===== src/rtl/coeff_fetch_seq.sv =====
// Coefficient fetch sequencer: reads ORDER+1 coefficients of one segment (highest power first)
// and hands them to the MAC over valid/ready. Optional 2-entry prefetch buffer via COEFF_PREFETCH_EN.
module coeff_fetch_seq #(
    parameter int ADDR_LINES = 4,
    parameter int SEG_BITS   = 2,
    parameter int ORDER      = 3,
    parameter int DATA_W     = 16
) (
    input  logic                         clkn_i,
    input  logic                         rstn_i,
    input  logic                         start_i,
    input  logic [SEG_BITS-1:0]          seg_i,
    input  logic                         abort_i,
    output logic                         rd_en_o,
    output logic [ADDR_LINES-1:0]        rd_addr_o,
    input  logic [DATA_W-1:0]            rd_data_i,
    output logic                         coef_valid_o,
    output logic [DATA_W-1:0]            coef_data_o,
    output logic [$clog2(ORDER+1)-1:0]   coef_idx_o,
    output logic                         coef_last_o,
    input  logic                         coef_ready_i,
    output logic                         busy_o,
    output logic                         done_o
);
    localparam int K_W = $clog2(ORDER + 1);

    if ((1 << SEG_BITS) * (ORDER + 1) > (1 << ADDR_LINES)) begin : g_cfg_chk
        $error("coeff_fetch_seq: segment table does not fit the address space");
    end

    function automatic logic [ADDR_LINES-1:0] coef_addr(input logic [SEG_BITS-1:0] seg,
                                                        input logic [K_W-1:0] k);
        coef_addr = ADDR_LINES'(seg) * ADDR_LINES'(ORDER + 1) + ADDR_LINES'(k);
    endfunction

`ifdef COEFF_PREFETCH_EN
    logic                    active_r;
    logic                    done_r;
    logic [SEG_BITS-1:0]     seg_r;
    logic [K_W-1:0]          iss_k_r;
    logic [K_W-1:0]          pop_k_r;
    logic                    iss_end_r;
    logic                    cap_r;
    logic [1:0][DATA_W-1:0]  buf_r;
    logic                    wr_ptr_r;
    logic                    rd_ptr_r;
    logic [1:0]              cnt_r;
    logic                    abort_s;
    logic                    start_s;
    logic                    pop_s;
    logic                    issue_s;
    logic [2:0]              occ_s;

    // Issue decision counts buffered entries plus the read whose data lands this cycle, net of a pop
    always_comb begin
        abort_s = abort_i && (active_r || done_r);
        start_s = start_i && !abort_i && !active_r && !done_r;
        pop_s   = (cnt_r != 2'd0) && coef_ready_i;
        occ_s   = {1'b0, cnt_r} + {2'b00, cap_r} - {2'b00, pop_s};
        issue_s = active_r && !iss_end_r && !abort_i && (occ_s < 3'd2);
    end

    // Buffer, issue and pop bookkeeping
    always_ff @(posedge clkn_i or negedge rstn_i) begin
        if (!rstn_i) begin
            active_r  <= 1'b0;
            done_r    <= 1'b0;
            seg_r     <= '0;
            iss_k_r   <= K_W'(ORDER);
            pop_k_r   <= K_W'(ORDER);
            iss_end_r <= 1'b0;
            cap_r     <= 1'b0;
            buf_r     <= '0;
            wr_ptr_r  <= 1'b0;
            rd_ptr_r  <= 1'b0;
            cnt_r     <= 2'd0;
        end else if (abort_s) begin
            active_r  <= 1'b0;
            done_r    <= 1'b0;
            cap_r     <= 1'b0;
            cnt_r     <= 2'd0;
            wr_ptr_r  <= 1'b0;
            rd_ptr_r  <= 1'b0;
        end else if (start_s) begin
            active_r  <= 1'b1;
            done_r    <= 1'b0;
            seg_r     <= seg_i;
            iss_k_r   <= K_W'(ORDER);
            pop_k_r   <= K_W'(ORDER);
            iss_end_r <= 1'b0;
            cap_r     <= 1'b0;
            cnt_r     <= 2'd0;
            wr_ptr_r  <= 1'b0;
            rd_ptr_r  <= 1'b0;
        end else begin
            cap_r <= issue_s;
            if (issue_s) begin
                if (iss_k_r == K_W'(0)) iss_end_r <= 1'b1;
                else                    iss_k_r   <= iss_k_r - K_W'(1);
            end
            if (cap_r) begin
                buf_r[wr_ptr_r] <= rd_data_i;
                wr_ptr_r        <= ~wr_ptr_r;
            end
            if (pop_s) begin
                rd_ptr_r <= ~rd_ptr_r;
                if (pop_k_r == K_W'(0)) active_r <= 1'b0;
                else                    pop_k_r  <= pop_k_r - K_W'(1);
            end
            done_r <= pop_s && (pop_k_r == K_W'(0));
            cnt_r  <= cnt_r + 2'(cap_r) - 2'(pop_s);
        end
    end

    assign rd_en_o      = issue_s;
    assign rd_addr_o    = issue_s ? coef_addr(seg_r, iss_k_r) : '0;
    assign coef_valid_o = (cnt_r != 2'd0);
    assign coef_data_o  = coef_valid_o ? buf_r[rd_ptr_r] : '0;
    assign coef_idx_o   = coef_valid_o ? pop_k_r : '0;
    assign coef_last_o  = coef_valid_o && (pop_k_r == K_W'(0));
    assign busy_o       = active_r || done_r;
    assign done_o       = done_r;
`else
    localparam logic [2:0] ST_IDLE  = 3'd0;
    localparam logic [2:0] ST_FETCH = 3'd1;
    localparam logic [2:0] ST_CAPT  = 3'd2;
    localparam logic [2:0] ST_HOLD  = 3'd3;
    localparam logic [2:0] ST_DONE  = 3'd4;

    logic [2:0]           state_r, state_s;
    logic [K_W-1:0]       k_r, k_s;
    logic [SEG_BITS-1:0]  seg_r, seg_s;
    logic                 rd_en_r;
    logic [ADDR_LINES-1:0] rd_addr_r;
    logic                 coef_valid_r;
    logic [DATA_W-1:0]    coef_data_r;
    logic [K_W-1:0]       coef_idx_r;
    logic                 coef_last_r;
    logic                 busy_r;
    logic                 done_r;

    // Next-state logic; abort overrides everything outside IDLE
    always_comb begin
        state_s = state_r;
        k_s     = k_r;
        seg_s   = seg_r;
        if ((state_r != ST_IDLE) && abort_i) begin
            state_s = ST_IDLE;
        end else begin
            case (state_r)
                ST_IDLE: begin
                    if (start_i && !abort_i) begin
                        state_s = ST_FETCH;
                        k_s     = K_W'(ORDER);
                        seg_s   = seg_i;
                    end else begin
                        state_s = ST_IDLE;
                    end
                end
                ST_FETCH: state_s = ST_CAPT;
                ST_CAPT:  state_s = ST_HOLD;
                ST_HOLD: begin
                    if (coef_ready_i && (k_r != K_W'(0))) begin
                        state_s = ST_FETCH;
                        k_s     = k_r - K_W'(1);
                    end else if (coef_ready_i) begin
                        state_s = ST_DONE;
                    end else begin
                        state_s = ST_HOLD;
                    end
                end
                ST_DONE:  state_s = ST_IDLE;
                default:  state_s = ST_IDLE;
            endcase
        end
    end

    // State plus outputs registered from the next state so they line up with it
    always_ff @(posedge clkn_i or negedge rstn_i) begin
        if (!rstn_i) begin
            state_r      <= ST_IDLE;
            k_r          <= K_W'(ORDER);
            seg_r        <= '0;
            rd_en_r      <= 1'b0;
            rd_addr_r    <= '0;
            coef_valid_r <= 1'b0;
            coef_data_r  <= '0;
            coef_idx_r   <= '0;
            coef_last_r  <= 1'b0;
            busy_r       <= 1'b0;
            done_r       <= 1'b0;
        end else begin
            state_r      <= state_s;
            k_r          <= k_s;
            seg_r        <= seg_s;
            rd_en_r      <= (state_s == ST_FETCH);
            rd_addr_r    <= (state_s == ST_FETCH) ? coef_addr(seg_s, k_s) : '0;
            if ((state_r == ST_CAPT) && !abort_i) coef_data_r <= rd_data_i;
            coef_valid_r <= (state_s == ST_HOLD);
            coef_idx_r   <= (state_s == ST_HOLD) ? k_s : '0;
            coef_last_r  <= (state_s == ST_HOLD) && (k_s == K_W'(0));
            busy_r       <= (state_s != ST_IDLE);
            done_r       <= (state_s == ST_DONE);
        end
    end

    assign rd_en_o      = rd_en_r;
    assign rd_addr_o    = rd_addr_r;
    assign coef_valid_o = coef_valid_r;
    assign coef_data_o  = coef_data_r;
    assign coef_idx_o   = coef_idx_r;
    assign coef_last_o  = coef_last_r;
    assign busy_o       = busy_r;
    assign done_o       = done_r;
`endif
endmodule

===== config.mk =====
export PLATFORM = sky130hd
export DESIGN_NAME = coeff_fetch_seq
export DESIGN_NICKNAME = d
export VERILOG_FILES = /design/src/rtl/coeff_fetch_seq.sv
export SDC_FILE = /design/constraint.sdc
export NUM_CORES = 1
export LEC_CHECK = 0
export CELL_PAD_IN_SITES_DETAIL_PLACEMENT = 0
export CELL_PAD_IN_SITES_GLOBAL_PLACEMENT = 1
export CORE_MARGIN = 2
export CORE_UTILIZATION = 29
export CTS_CLUSTER_DIAMETER = 40
export DETAILED_ROUTE_END_ITERATION = 10
export MAX_ROUTING_LAYER = met4
export PLACE_DENSITY = 0.76
export SLEW_MARGIN = 10
export SYNTH_ARGS = -nofsm -noshare
export SYNTH_HDL_FRONTEND = slang
export SYNTH_SLANG_ARGS = --single-unit

===== constraint.sdc =====
create_clock -name clkn_i -period 1.92 [get_ports clkn_i]
set_clock_uncertainty 0.1 [all_clocks]
set_input_delay 0.384 -clock clkn_i [delete_from_list [all_inputs] [get_ports clkn_i]]
set_output_delay 0.384 -clock clkn_i [all_outputs]
set_load 0.01 [all_outputs]

==> metrics.md <==
| Metric | Value |
|---|---|
| Result of the run | finished clean |
| Clock transition at the registers of the reported paths | 70 ps |
| Register area share after synthesis | 63.09% |
| Fill cell count | 400 |
| Wirelength per Cell | 14.01 um |
| Switching pwr | around 0.00058 W |
| Fraction of final layout cells sized beyond drive strength 1 | between 20 and 25% |
| Final hold violations | 0 |
| Mapped Avg Cell Area | 13.80 um^2 |
| Unrepaired setup endpoints after global routing | false |
| Setup Buffers After CTS | 0 |
| Max_slew headroom | between 70 and 80% |
| Measured slew at the worst slew-check pin | 422.1 ps |
| Sequential fraction of design power | a little over two fifths |
| Total routing usage reported by global routing | 13.28% |
| Antenna violations before repair | 0 |
| Die Footprint | 0.005227 mm^2 |
| Yosys warning count | 0 |
| Async set or reset register ratio after synthesis | between 90% and 100% |
| Post-Place Worst Slack | -237.1 ps |
| Share of total power consumed by net switching | 26.21% |
| Critical setup path kind | in2reg |
| Final count of pins violating max slew | 0 |
| Power per unit of standard cell area | 1086 mW/mm^2 |
| CTS Hold Buffers Added | 0 |
| Number of DRC violations after detailed-routing iteration 0 | 46 |
| Via count of the first global-routing pass | 1052 |
| DP Wirelength | 2.306 mm |
| Final #Nets | roughly 190 |
| Dominant cell by count in the synthesized netlist | sky130_fd_sc_hd__dfrtp_1 |
| Global-route wire length before repair | between 5 and 6 mm |
| Number of storage elements in the synthesis netlist | 34 |
| I/O pins | 50 |
| Chip width | 72.30 um |
| Post-route antenna net violation count | 0 |
| CP required | 2030 ps |
| Number of I/O port buffers | 49 |
| Fmax | 0.5374 GHz |
| Starting Density | 30.64% |
| Clk buf depth | 2 |
| Series of cell instances along the critical path | clkdlybuf4s50_1, or3b_1, buf_4, nor3_2, buf_4, nor3_1, a21oi_1 |
| Most common cell type on the critical path | sky130_fd_sc_hd__buf_4 |
| Post-CTS Resized | 0 |
| Ant diodes | 0 |
| Gate Count Post-Synth | 98 |
| Clk Tree Root Cell | sky130_fd_sc_hd__clkbuf_8 |
| Total clock buffers created by CTS | 5 |
| Critical-path maximum fanout | 5 |
| Fraction of the cycle the final worst path needs | between 90% and 100% |
| GRT Residual Overflow | 0 |
| # Max-Cap Violations | 0 |
| Final setup violating endpoints | 0 |
| Largest net degree at the start of global routing | 35 |
| Element type at the critical path end | register |
| Proportion of netlist area held by the largest area contributor | 59.20% |
| CP max stage delay | 470 ps |
| Overall die height | ~72 um |
| Most area-consuming cells after synthesis | sky130_fd_sc_hd__dfrtp_1 (59%), sky130_fd_sc_hd__mux2_4 (11%), sky130_fd_sc_hd__mux2_2 (5.0%), sky130_fd_sc_hd__dfstp_2 (3.9%), sky130_fd_sc_hd__nand2_1 (2.5%) |
| Ratio of routed vias to standard cells | 4.519 |
| Clk network pwr share | about a quarter |
| Core Area | 0.004414 mm^2 |
| TritonCTS Sinks | 34 |
| Cell internal pwr | 0.001647 W |
| Latest clock arrival within the worst-skew pair | 280 ps |
| Maximum VDD drop | 305.8 uV |
| Final critical-path setup slack | 59.21 ps |
| Synth unique cells | 24 |
| Remaining design rule violation count | 0 |
| EDFF count, synth | 0 |
| Dominant synthesized flop cell | sky130_fd_sc_hd__dfrtp_1 |
| Placement Rows | 24 |
| Post-route minimum period | around 1900 ps |
| Leak | 0.9387 nW |
| Total via count after detailed routing | 967 |
| Weighted congestion reported at the end of routability-driven placement | roughly 0.86 |
| Deepest level of the CTS H-tree | 2 |
| CTS tree | done |
| Cell Area, Synth | ~0.0014 mm^2 |
| Combinational share of power | 32.3% |
| Worst EP arrival | 1970 ps |
| Type of origin of the critical path | primary input |
| Drt total wl | 2.998 mm |
| Most frequent cells after synthesis | sky130_fd_sc_hd__dfrtp_1 (32), sky130_fd_sc_hd__mux2_4 (10), sky130_fd_sc_hd__nand2_1 (9), sky130_fd_sc_hd__nor2_1 (9), sky130_fd_sc_hd__mux2_2 (6) |
| Top cell type by total area after synthesis | sky130_fd_sc_hd__dfrtp_1 |
| Area added between synthesis and finish | 51.90% |
| Synthesized netlist net count | 122 |
| Total negative slack | 0 ps |
| Type of the tightest min-delay check | reg2reg |
| Drt first pass iters | 5 |
| Master of the slowest instance on the critical path | sky130_fd_sc_hd__or3b_1 |
## cell type report
class	instances	area [um^2]	share of cell area [%]
clock inverter	2	12.51	0.6090
multi-input combinational	57	447.9	21.80
timing repair buffer	59	578.1	28.14
sequential	34	853.3	41.53
inverter	4	15.01	0.7308
clock buffer	6	82.58	4.019
tap	52	65.06	3.167
## power by group through the flow
stage / registers [W] / logic (W) / clock network (W)
CTS: 0.000980 / 0.000733 / 0.000558
finish: 0.000977 / 0.000720 / 0.000534
floorplan: 0.00105 / 0.000243 / 0
global route: 0.00100 / 0.000775 / 0.000608
global placement: 0.000979 / 0.000711 / 0
detailed placement: 0.000994 / 0.000728 / 0
## state kept, by name, indices dropped and copies added (netlist names)
name,flops
rd_addr_o,4
k_r,2
rd_en_o,1
coef_last_o,1
coef_data_o,16
seg_r,2
busy_o,1
state_r,3
coef_valid_o,1
done_o,1
coef_idx_o,2
## per-stage QoR
stage	area (um^2)	hold WS [ps]	util, %	total power (W)	cells
2_1_floorplan	1353	-11.59	-	0.001294	98
3_3_place_gp	1959	342.2	44.39	0.001689	206
3_5_place_dp	1959	357.8	44.39	0.001722	206
4_1_cts	2054	374.0	46.54	0.002272	214
5_1_grt	2054	395.6	46.54	0.002384	214
6_report	2054	369.2	46.54	0.002231	214
## worst paths after layout
| kind | cells after the start | startpoint | end | slack (ps) |
|---|---|---|---|---|
| setup reg to reg | 6 | state_r[2] | k_r[0] | 160 |
| hold / removal | 2 | seg_r[1] | seg_r[1] | 370 |
| hold reg to reg | 2 | seg_r[1] | seg_r[1] | 370 |
| max in group asynchronous | 2 | rstn_i | k_r[1] | 970 |
| setup / recovery | 7 | abort_i | k_r[0] | 60 |
| min in group asynchronous | 2 | rstn_i | coef_data_o[10] | 410 |
## worst max-delay path: cells and delay by family
kind	cells	cell delay, ps
buffers and inverters	3	770
AND/OR/NAND/NOR	3	680
AO/OA/AOI/OAI	1	130
## cell families (layout without fill, tap and decap cells)
logic type / count (synthesis) / count (layout) / synth area share (%)
AND/OR/NAND/NOR: 31 / 31 / 12.30
adder cells (fa/ha/maj): 1 / 1 / 0.9249
buffers and inverters: 7 / 71 / 3.792
flip-flops: 34 / 34 / 63.09
multiplexers: 16 / 16 / 16.10
AO/OA/AOI/OAI: 9 / 9 / 3.792
## per-layer routing
metal	up-vias	track usage, %	share of wire (%)
met5	-	-	0
met4	0	7.547	2.5
met3	7	4.028	8.6
met2	38	21.51	51
met1	466	14.48	38
li1	456	-	-
## layout by cell type, fill, tap and decap left out, drive strengths merged
master,n
a21oi,3
a31oi,1
and3,2
buf,10
clkbuf,6
clkdlybuf4s50,49
clkinv,1
clkinvlp,1
dfrtp,32
dfstp,2
ha,1
inv,4
mux2,16
nand2,9
nand3,3
nor2,10
nor3,4
nor4,1
o21ai,4
o31a,1
or3,1
or3b,1
Power figures use the tool's default switching activity.
